[src/rtl/mac_rx_monitor.sv]
// Per-channel RX frame monitor: tracks framing and length, keeps saturating good/bad/byte/
// runt/giant/sequence counters, and exposes them through a one-cycle-latency read port.
module mac_rx_monitor #(
    parameter int CH_COUNT  = 4,
    parameter int CH_W      = 2,
    parameter int CNT_WIDTH = 32,
    parameter int LEN_W     = 16,
    parameter int MIN_FRAME = 64,
    parameter int MAX_FRAME = 1518
) (
    input  logic                  clk,
    input  logic                  rst,
    input  logic [8*CH_COUNT-1:0] mac_rx_data,
    input  logic [CH_COUNT-1:0]   mac_rx_valid,
    input  logic [CH_COUNT-1:0]   mac_rx_sof,
    input  logic [CH_COUNT-1:0]   mac_rx_eof,
    input  logic [CH_COUNT-1:0]   mac_rx_fr_good,
    input  logic [CH_COUNT-1:0]   mac_rx_fr_err,
    input  logic                  clr,
    input  logic [CH_W-1:0]       rd_ch,
    input  logic [2:0]            rd_sel,
    output logic [CNT_WIDTH-1:0]  rd_data,
    output logic [CH_COUNT-1:0]   err_sticky,
    output logic                  err_det
);

    typedef enum logic {IDLE = 1'b0, FRAME = 1'b1} state_e;

    localparam int C_GOOD  = 0;
    localparam int C_BAD   = 1;
    localparam int C_BYTES = 2;
    localparam int C_RUNT  = 3;
    localparam int C_GIANT = 4;
    localparam int C_SEQ   = 5;
    localparam int NUM_CNT = 6;

    localparam logic [CNT_WIDTH-1:0] CNT_MAX = '1;
    localparam logic [LEN_W-1:0]     LEN_MAX = '1;
    localparam logic [LEN_W-1:0]     MIN_L   = LEN_W'(MIN_FRAME);
    localparam logic [LEN_W-1:0]     MAX_L   = LEN_W'(MAX_FRAME);
    localparam int SUM_W = ((CNT_WIDTH > LEN_W + 1) ? CNT_WIDTH : LEN_W + 1) + 1;

    state_e               state_q [CH_COUNT];
    state_e               state_d [CH_COUNT];
    logic [LEN_W-1:0]     len_q   [CH_COUNT];
    logic [LEN_W-1:0]     len_d   [CH_COUNT];
    logic [CNT_WIDTH-1:0] cnt_q   [CH_COUNT][NUM_CNT];
    logic [CNT_WIDTH-1:0] cnt_d   [CH_COUNT][NUM_CNT];
    logic [CH_COUNT-1:0]  bad_q, bad_d, sticky_q, sticky_d;
    logic                 err_det_q, err_any;
    logic [CNT_WIDTH-1:0] rd_data_q, rd_mux;

    logic                 start, seq, end_a, ok_a, end_b, ok_b, ev;
    logic [LEN_W-1:0]     len_a, len_b;
    logic [1:0]           n_good, n_bad, n_runt, n_giant;
    logic                 unused_data;

    assign unused_data = ^mac_rx_data;

    function automatic logic [CNT_WIDTH-1:0] sat_add(input logic [CNT_WIDTH-1:0] a,
                                                     input logic [LEN_W:0]       b);
        logic [SUM_W-1:0] s;
        s = SUM_W'(a) + SUM_W'(b);
        return (s > SUM_W'(CNT_MAX)) ? CNT_MAX : s[CNT_WIDTH-1:0];
    endfunction

    function automatic logic [LEN_W-1:0] len_inc(input logic [LEN_W-1:0] l);
        return (l == LEN_MAX) ? l : l + 1'b1;
    endfunction

    function automatic logic in_range(input logic [LEN_W-1:0] l);
        return (l >= MIN_L) && (l <= MAX_L);
    endfunction

    // A sof inside an open frame can close two frames in one beat: the aborted one (a)
    // and a 1-byte frame (b) that starts and ends on that same beat.
    always_comb begin
        state_d  = state_q;
        len_d    = len_q;
        bad_d    = bad_q;
        cnt_d    = cnt_q;
        sticky_d = sticky_q;
        err_any  = 1'b0;
        start = 1'b0; seq = 1'b0; end_a = 1'b0; ok_a = 1'b0; end_b = 1'b0; ok_b = 1'b0;
        len_a = '0; len_b = '0; n_good = '0; n_bad = '0; n_runt = '0; n_giant = '0; ev = 1'b0;
        for (int c = 0; c < CH_COUNT; c++) begin
            start = 1'b0; seq = 1'b0; end_a = 1'b0; ok_a = 1'b0; end_b = 1'b0; ok_b = 1'b0;
            len_a = '0; len_b = '0;
            if (state_q[c] == FRAME) begin
                if (mac_rx_valid[c] && mac_rx_sof[c]) begin
                    seq   = 1'b1;
                    end_a = 1'b1;
                    len_a = len_q[c];
                    start = 1'b1;
                end else if (mac_rx_valid[c] && mac_rx_eof[c]) begin
                    end_a      = 1'b1;
                    len_a      = len_inc(len_q[c]);
                    ok_a       = mac_rx_fr_good[c] && !(bad_q[c] || mac_rx_fr_err[c]) && in_range(len_a);
                    state_d[c] = IDLE;
                end else begin
                    if (mac_rx_valid[c]) len_d[c] = len_inc(len_q[c]);
                    if (mac_rx_fr_err[c]) bad_d[c] = 1'b1;
                end
            end else if (mac_rx_valid[c] && mac_rx_sof[c]) begin
                start = 1'b1;
            end else if (mac_rx_valid[c] && mac_rx_eof[c]) begin
                seq = 1'b1;
            end

            if (start) begin
                if (mac_rx_eof[c]) begin
                    end_b      = 1'b1;
                    len_b      = LEN_W'(1);
                    ok_b       = mac_rx_fr_good[c] && !mac_rx_fr_err[c] && in_range(LEN_W'(1));
                    state_d[c] = IDLE;
                end else begin
                    state_d[c] = FRAME;
                    len_d[c]   = LEN_W'(1);
                    bad_d[c]   = mac_rx_fr_err[c];
                end
            end

            n_good  = 2'(ok_a) + 2'(ok_b);
            n_bad   = 2'(end_a && !ok_a) + 2'(end_b && !ok_b);
            n_runt  = 2'(end_a && (len_a < MIN_L)) + 2'(end_b && (len_b < MIN_L));
            n_giant = 2'(end_a && (len_a > MAX_L)) + 2'(end_b && (len_b > MAX_L));

            cnt_d[c][C_GOOD]  = sat_add(cnt_q[c][C_GOOD],  (LEN_W+1)'(n_good));
            cnt_d[c][C_BAD]   = sat_add(cnt_q[c][C_BAD],   (LEN_W+1)'(n_bad));
            cnt_d[c][C_BYTES] = sat_add(cnt_q[c][C_BYTES], (LEN_W+1)'(len_a) + (LEN_W+1)'(len_b));
            cnt_d[c][C_RUNT]  = sat_add(cnt_q[c][C_RUNT],  (LEN_W+1)'(n_runt));
            cnt_d[c][C_GIANT] = sat_add(cnt_q[c][C_GIANT], (LEN_W+1)'(n_giant));
            cnt_d[c][C_SEQ]   = sat_add(cnt_q[c][C_SEQ],   (LEN_W+1)'(seq));

            ev          = (n_bad != 2'd0) || seq;
            sticky_d[c] = sticky_q[c] | ev;
            err_any     = err_any | ev;
        end
    end

    always_comb begin
        rd_mux = '0;
        for (int c = 0; c < CH_COUNT; c++) begin
            if (rd_ch == CH_W'(c)) begin
                case (rd_sel)
                    3'd0:    rd_mux = cnt_q[c][C_GOOD];
                    3'd1:    rd_mux = cnt_q[c][C_BAD];
                    3'd2:    rd_mux = cnt_q[c][C_BYTES];
                    3'd3:    rd_mux = cnt_q[c][C_RUNT];
                    3'd4:    rd_mux = cnt_q[c][C_GIANT];
                    3'd5:    rd_mux = cnt_q[c][C_SEQ];
                    3'd6:    rd_mux = CNT_WIDTH'({sticky_q[c], state_q[c] == FRAME});
                    default: rd_mux = '0;
                endcase
            end
        end
    end

    // NOTE: every register here is written with <= so all channels see pre-edge values.
    always_ff @(posedge clk) begin
        rd_data_q <= rst ? '0 : rd_mux;
        if (rst || clr) begin
            err_det_q <= 1'b0;
            sticky_q  <= '0;
            bad_q     <= '0;
            for (int c = 0; c < CH_COUNT; c++) begin
                state_q[c] <= IDLE;
                len_q[c]   <= '0;
                for (int k = 0; k < NUM_CNT; k++) cnt_q[c][k] <= '0;
            end
        end else begin
            err_det_q <= err_any;
            sticky_q  <= sticky_d;
            bad_q     <= bad_d;
            state_q   <= state_d;
            len_q     <= len_d;
            cnt_q     <= cnt_d;
        end
    end

    assign rd_data    = rd_data_q;
    assign err_sticky = sticky_q;
    assign err_det    = err_det_q;

endmodule

[config.mk]
export PLATFORM = sky130hd
export DESIGN_NAME = mac_rx_monitor
export DESIGN_NICKNAME = d
export VERILOG_FILES = /design/src/rtl/mac_rx_monitor.sv
export SDC_FILE = /design/constraint.sdc
export NUM_CORES = 2
export LEC_CHECK = 0
export ABC_AREA = 1
export CAP_MARGIN = 20
export CORE_MARGIN = 3
export CORE_UTILIZATION = 40
export CTS_CLUSTER_SIZE = 25
export DETAILED_ROUTE_END_ITERATION = 8
export SYNTH_ARGS = -nofsm -noshare
export SYNTH_HDL_FRONTEND = slang
export SYNTH_SLANG_ARGS = --single-unit
[constraint.sdc]
create_clock -name clk -period 4.4 [get_ports clk]
set_clock_uncertainty 0.1 [all_clocks]
set_input_delay 0.66 -clock clk [delete_from_list [all_inputs] [get_ports clk]]
set_output_delay 0.66 -clock clk [all_outputs]
set_load 0.03 [all_outputs]
## Word-level counts from Yosys, hierarchy flattened

Index checks and enable logic that the tools add are counted.

| storage, ports and cells | value |
|---|---|
| flip-flop bits (word level) | 877 |
| bits in latches | 0 |
| memory bits (writable) | 0 |
| memory bits (read-only) | 0 |
| input port bits | 60 |
| output and inout bits | 37 |
| word-level logic and storage cells | 379 |
| memories kept | 0 |

| cells by class | value |
|---|---|
| add/sub/neg operators | 44 |
| multiply operators | 0 |
| divide/modulo/power cells | 0 |
| order comparisons | 48 |
| equal/unequal tests | 13 |
| shifts and indexed selects | 0 |
| multiplexer cells | 168 |
| bitwise logic cells | 7 |
| reduce and logical (&&, ||, !) cells | 63 |

Operators with widths:

| kind | number |
|---|---|
| $mux W32 | 28 |
| $pmux W32 S7 | 4 |
| $gt A33 B32 Y1 const B | 24 |
| $mux W16 | 40 |
| $add A32 B2 Y33 | 12 |
| $add A32 B1 Y33 | 8 |
| $add A32 B17 Y33 | 4 |
| $gt A16 B11 Y1 const B | 8 |
| $lt A16 B7 Y1 const B | 8 |
| $mux W1 | 96 |
| $add A16 B16 Y17 | 4 |
| $add A16 B1 Y16 const B | 4 |
| $eq A16 B16 Y1 const B | 4 |
| $ge A16 B7 Y1 const B | 4 |
| $le A16 B11 Y1 const B | 4 |
| $logic_and A1 B1 Y1 | 40 |
| $add A1 B1 Y2 | 12 |
| $eq A3 B3 Y1 const B | 3 |
| $logic_or A1 B1 Y1 | 9 |
| $logic_not A1 Y1 | 8 |
| $reduce_bool A2 Y1 | 4 |
| $or A1 B1 Y1 | 7 |
| $eq A3 B2 Y1 const B | 2 |
| $eq A2 B2 Y1 const B | 2 |
| 4 further kinds | 4 |

## Logic depth before layout (Yosys ltp)

| logic depth | value |
|---|---|
| word-level depth | 16 |
| mapped depth | 34 |
| gate-level depth less buffers | 34 |

## Worst setup path after synthesis

Ideal clock, no wire load.

| timing | value |
|---|---|
| path kind | register to register |
| start point | register len_q[16] (netlist bit) |
| end point | register cnt_q[340] (netlist bit) |
| library setup time | 0.132 ns |
| data arrival time | 3.854 ns |
| data required time | 4.168 ns |
| slack | 0.314 ns |
| cell stages (with the launch flop) | 29 |
| buffers on the path | 3 |
| period minus slack after synthesis | 4.086 ns |
| cells stage by stage | dfxtp_1 > ha_1 > nand2_1 > inv_2 > nand2_1 > nor2_1 > nand3_2 > buf_2 > nand2_1 > nand2_1 > a21oi_1 > nand3_1 > nand2_1 > nand2_1 > nand2_1 > nand2_1 > ha_1 > ha_1 > fa_1 > nand2_1 > nor2_1 > nand4_1 > nor2_1 > nand2_1 > inv_1 > nand2_1 > clkbuf_1 > buf_2 > a21oi_1 |

| between the ends | value |
|---|---|
| cells in the longest elaborated chain, start to end | 14 |
| elaborated cells on any way between the ends | 16 |

RTL lines:

| element | RTL line | source |
|---|---|---|
| start: declaration | 45 | `logic [LEN_W-1:0] len_q [CH_COUNT];` |
| start signal: assignment | 176 | `len_q <= len_d;` |
| $add A16 B1 Y16 / $eq A16 B16 Y1 (equally long branches) | 68 | `return (l == LEN_MAX) ? l : l + 1'b1;` |
| $mux W16 * | 68 |  |
| $ge A16 B7 Y1 / $le A16 B11 Y1 (equally long branches) | 72 | `return (l >= MIN_L) && (l <= MAX_L);` |
| $logic_and A1 B1 Y1 * | 72 |  |
| $logic_and A1 B1 Y1 * | 98 | `ok_a = mac_rx_fr_good[c] && !(bad_q[c] \|\| mac_rx_fr_err[c]) && in_range(len_a);` |
| $mux W1 * | 95 | `end else if (mac_rx_valid[c] && mac_rx_eof[c]) begin` |
| $mux W1 * | 90 | `if (mac_rx_valid[c] && mac_rx_sof[c]) begin` |
| $mux W1 * | 89 | `if (state_q[c] == FRAME) begin` |
| $logic_not A1 Y1 * | 124 | `n_bad = 2'(end_a && !ok_a) + 2'(end_b && !ok_b);` |
| $logic_and A1 B1 Y1 * | 124 |  |
| $add A1 B1 Y2 * | 124 |  |
| $add A32 B2 Y33 * | 63 | `s = SUM_W'(a) + SUM_W'(b);` |
| $gt A33 B32 Y1 | 64 | `return (s > SUM_W'(CNT_MAX)) ? CNT_MAX : s[CNT_WIDTH-1:0];` |
| $mux W32 * | 64 |  |
| end signal: assignment | 177 | `cnt_q <= cnt_d;` |
| end: declaration | 47 | `logic [CNT_WIDTH-1:0] cnt_q [CH_COUNT][NUM_CNT];` |

Mark *: on every way between the ends. The rest lies on a longest branch, timed or not.
A chain may end at the register's enable or synchronous reset.

## Worst setup path in the final report

| timing | value |
|---|---|
| start point | register len_q[49] (netlist bit) |
| end point | register cnt_q[642] (netlist bit) |

| between the ends | value |
|---|---|
| cells in the longest elaborated chain, start to end | 11 |
| elaborated cells on any way between the ends | 12 |

RTL lines:

| element | RTL line | source |
|---|---|---|
| $add A16 B1 Y16 / $eq A16 B16 Y1 (equally long branches) | 68 |  |
| $mux W16 | 68 |  |
| $mux W16 | 95 |  |
| $mux W16 * | 90 |  |
| $mux W16 * | 89 |  |
| $lt A16 B7 Y1 * | 125 | `n_runt = 2'(end_a && (len_a < MIN_L)) + 2'(end_b && (len_b < MIN_L));` |
| $logic_and A1 B1 Y1 * | 125 |  |
| $add A1 B1 Y2 * | 125 |  |
| $add A32 B2 Y33 * | 63 |  |
| $gt A33 B32 Y1 | 64 |  |
| $mux W32 * | 64 |  |

Marked as above.

==> impl_metrics.py <==
metrics = {
    "cts": {
        "clk_pin_slew_ps": 70,
        "cts_buffers": 106,
        "cts_root_buf": "clkbuf_16",
        "cts_tree": "done",
        "insertion_delay_ps": 740,
        "clock-sinks": 877,
        "hold_buffers": 0,
        "htreeDepth": 3,
        "cts_max_path_buffers": 3,
    },
    "power_and_ir_drop": {
        "cellPowerDensity_nw_per_um2": 283.6,
        "vdd_drop_max_v": 0.0002935,
        "total_leakage_power_uw": 0.02498,
        "report.power.total_uw": 18360,
    },
    "layout": {
        "nFillCells": 13540,
        "post-route-cell-area_um2": 64760,
        "layout-drive-gt1-share_pct": 12.01,
        "synthToLayoutAreaGrowth_pct": 20.44,
        "final_common_cell": "nand2_1",
        "nets": 8694,
        "regArea_um2": 17570,
        "final_core_util_pct": 48.89,
        "final_cell_mix": "nand2_1 (1739), inv_1 (1038), a21oi_1 (876), dfxtp_1 (865), nor2_1 (615)",
        "multi_input_area_um2": 31700,
    },
    "routing": {
        "drt_wl_total_um": 208000,
        "post_drt_wl_per_cell_um": 20.08,
        "vias_per_cell": 5.474,
        "drtIter0Drc": 6052,
        "ant_nets": 0,
        "dr_total_vias": 56690,
        "first_pass_iters": 6,
        "drc": 0,
    },
    "floorplanning": {
        "rows": 133,
        "initial_core_util_pct": 40.59,
        "core_area_um2": 132500,
        "dieWidth_um": 372.6,
        "die_h_um": 372.6,
        "fp.dieArea_um2": 138900,
        "ios": 97,
    },
    "sta": {
        "setup_violations": 0,
        "whs_ps": 355.1,
        "post-route-min-period_ps": 4220,
        "slew_headroom_pct": 38.65,
        "fin_crit_sh_pct": 95.91,
        "finalHoldViolations": 0,
        "rsz0062_at_grt": "true",
        "drv_slew": 0,
        "timing.fmax_mhz": 237.0,
        "worstMarginPinSlew_ps": 910.6,
    },
    "critical_path": {
        "cpPeakStageDelay_ps": 350,
        "critPathMaxFanout": 19,
        "critPathBufInv": 7,
        "reg2reg_depth": 28,
        "worst-setup-path-type": "flip-flop to flip-flop",
        "crit_required_ps": 4960,
        "cp_top_family": "simple AND/OR/NAND/NOR gates",
        "crit_path_end_kind": "flip-flop",
        "path_common_cell": "nand2_1",
        "slowest_stage": "dfxtp_2",
        "reg2reg_slack_ps": 180,
        "worstSetupStartpointType": "flip-flop",
        "path_depth": 28,
        "critical_path_arrival_ps": 4780,
    },
    "synth": {
        "synth_area_um2": 53770,
        "ys_ff_latch": 877,
        "mappedNetlistNets": 8216,
        "async_flop_share_pct": 0,
        "synth_edf_count": 0,
        "yosys_most_used_dff": "dfxtp_1",
        "ys_types": 60,
        "seq_area_frac_synth_pct": 32.65,
        "ys_warn_count": 0,
        "syn_avg_cell_area_um2": 6.695,
        "syn_inst": 8032,
    },
    "worst_hold_path": {
        "hold_class": "flip-flop to flip-flop",
        "hold-path-cell-count": 2,
    },
    "global_route": {
        "antenna_found_initial": 4,
        "grt_pass1_wl_um": 314200,
        "grt_pass1_vias": 53240,
        "gr-total-overflow": 0,
        "grt_usage_pct": 28.54,
        "grt_max_degree": 153,
    },
    "placement": {
        "place_area_um2": 60130,
        "io_buffers": 64,
        "gp_congestion": 0.9756,
        "hpwl_um": 157000,
    },
    "run": {
        "drv_cap": 0,
    },
    "outcome": {
        "outcome": "finished, final reports clean",
    },
}
[Yosys cell counts, drive strengths merged (4+ instances only)]
master | count | share of area (%)
or2 | 12 | 0.14
a21oi | 905 | 8.6
fa | 16 | 0.60
buf | 84 | 0.80
xor2 | 447 | 7.3
nor2 | 695 | 5.1
a32o | 4 | 0.074
nor3 | 284 | 2.9
o31ai | 9 | 0.13
ha | 108 | 2.5
a31oi | 20 | 0.23
o41ai | 5 | 0.081
nand2 | 1769 | 12
or3 | 4 | 0.047
a22oi | 14 | 0.20
o221ai | 29 | 0.47
o211ai | 21 | 0.29
nand4 | 203 | 2.4
a221oi | 57 | 0.93
a211oi | 19 | 0.27
a22o | 4 | 0.065
xnor2 | 150 | 2.4
clkbuf | 198 | 1.4
dfxtp | 877 | 33
a41oi | 9 | 0.15
o21a | 11 | 0.15
o22ai | 49 | 0.57
o21bai | 7 | 0.098
nor4 | 70 | 0.85
a21o | 8 | 0.11
clkinv | 8 | 0.056
nand3b | 26 | 0.39
inv | 1056 | 7.4
o21ai | 321 | 3.0
nand3 | 480 | 4.5
nor3b | 5 | 0.070
o2111ai | 36 | 0.59
[logic make-up (layout without fill, tap and decap cells)]
family          count (synthesis)  count (layout)  synth area share (%)
buf+inv                      1346            1914                 9.608
flops                         877             877                 32.65
simple gates                 3555            3556                 28.83
fa+ha+maj                     124             124                 3.109
other cells                     0               1                     0
xor+xnor                      597             597                 9.724
compound gates               1533            1533                 16.08
[path summary, 6_finish.rpt]
kind                                start          to
worst min-delay path             bad_q[0]    bad_q[0]
worst max register to register  len_q[49]  cnt_q[642]
worst min register to register   bad_q[0]    bad_q[0]
worst max-delay path            len_q[49]  cnt_q[642]
[state kept, by name, indices dropped and copies added, names as in the netlist]
name        flops
cnt_q         768
len_q          64
rd_data        32
bad_q           4
err_sticky      4
state_q         4
err_det         1
[worst reg2reg max path, delay by kind of cell, from the launching register on]
family / cells / cell delay [ps]
buffers and inverters: 7 / 980
adders and majority gates: 2 / 430
AOI/OAI and AO/OA: 1 / 160
DFF: 1 / 350
and+or+nand+nor: 18 / 2120
[routing by layer]
layer	track usage (%)	wire (um)	part of all wire, %
met3	5.689	17740	8.5
met2	44.21	90070	43
met4	11.08	8900	4.3
met1	38.95	91230	44
met5	0	13	0.0063
[cell type report]
cell class,instances,area share [%]
diodes,1,0.003864
clock buffers,149,4.720
clock inverters,50,1.072
inverters,1064,6.190
multi-input cells,5810,48.95
flip-flops and latches,877,27.13
well taps,1755,3.391
repair buffers,651,8.543
[power breakdown]
group          switching [uW]  internal [uW]
clock                    3790           5720
combinational             643            226
sequential               23.0           7970
total                    4450          13900
[per-stage QoR]
| step | std cells | TNS [ps] | worst slack, ps |
|---|---|---|---|
| final | 10360 | 0 | 180.1 |
| after global routing | 10360 | -505.0 | -45.52 |
| after CTS | 10330 | 0 | 17.07 |
| after detailed placement | 10130 | -64820 | -385.4 |
| after global placement | 10130 | -52480 | -316.2 |
| after floorplan | 8032 | 0 | 314.2 |
[what timing repair did]
item	in CTS	in global routing
gates resized for setup	13	182
pin swaps	0	40
endpoints found under the setup margin	136	504
cloned	0	5
buffers inserted	0	18
(Power assumes the default switching activity.)
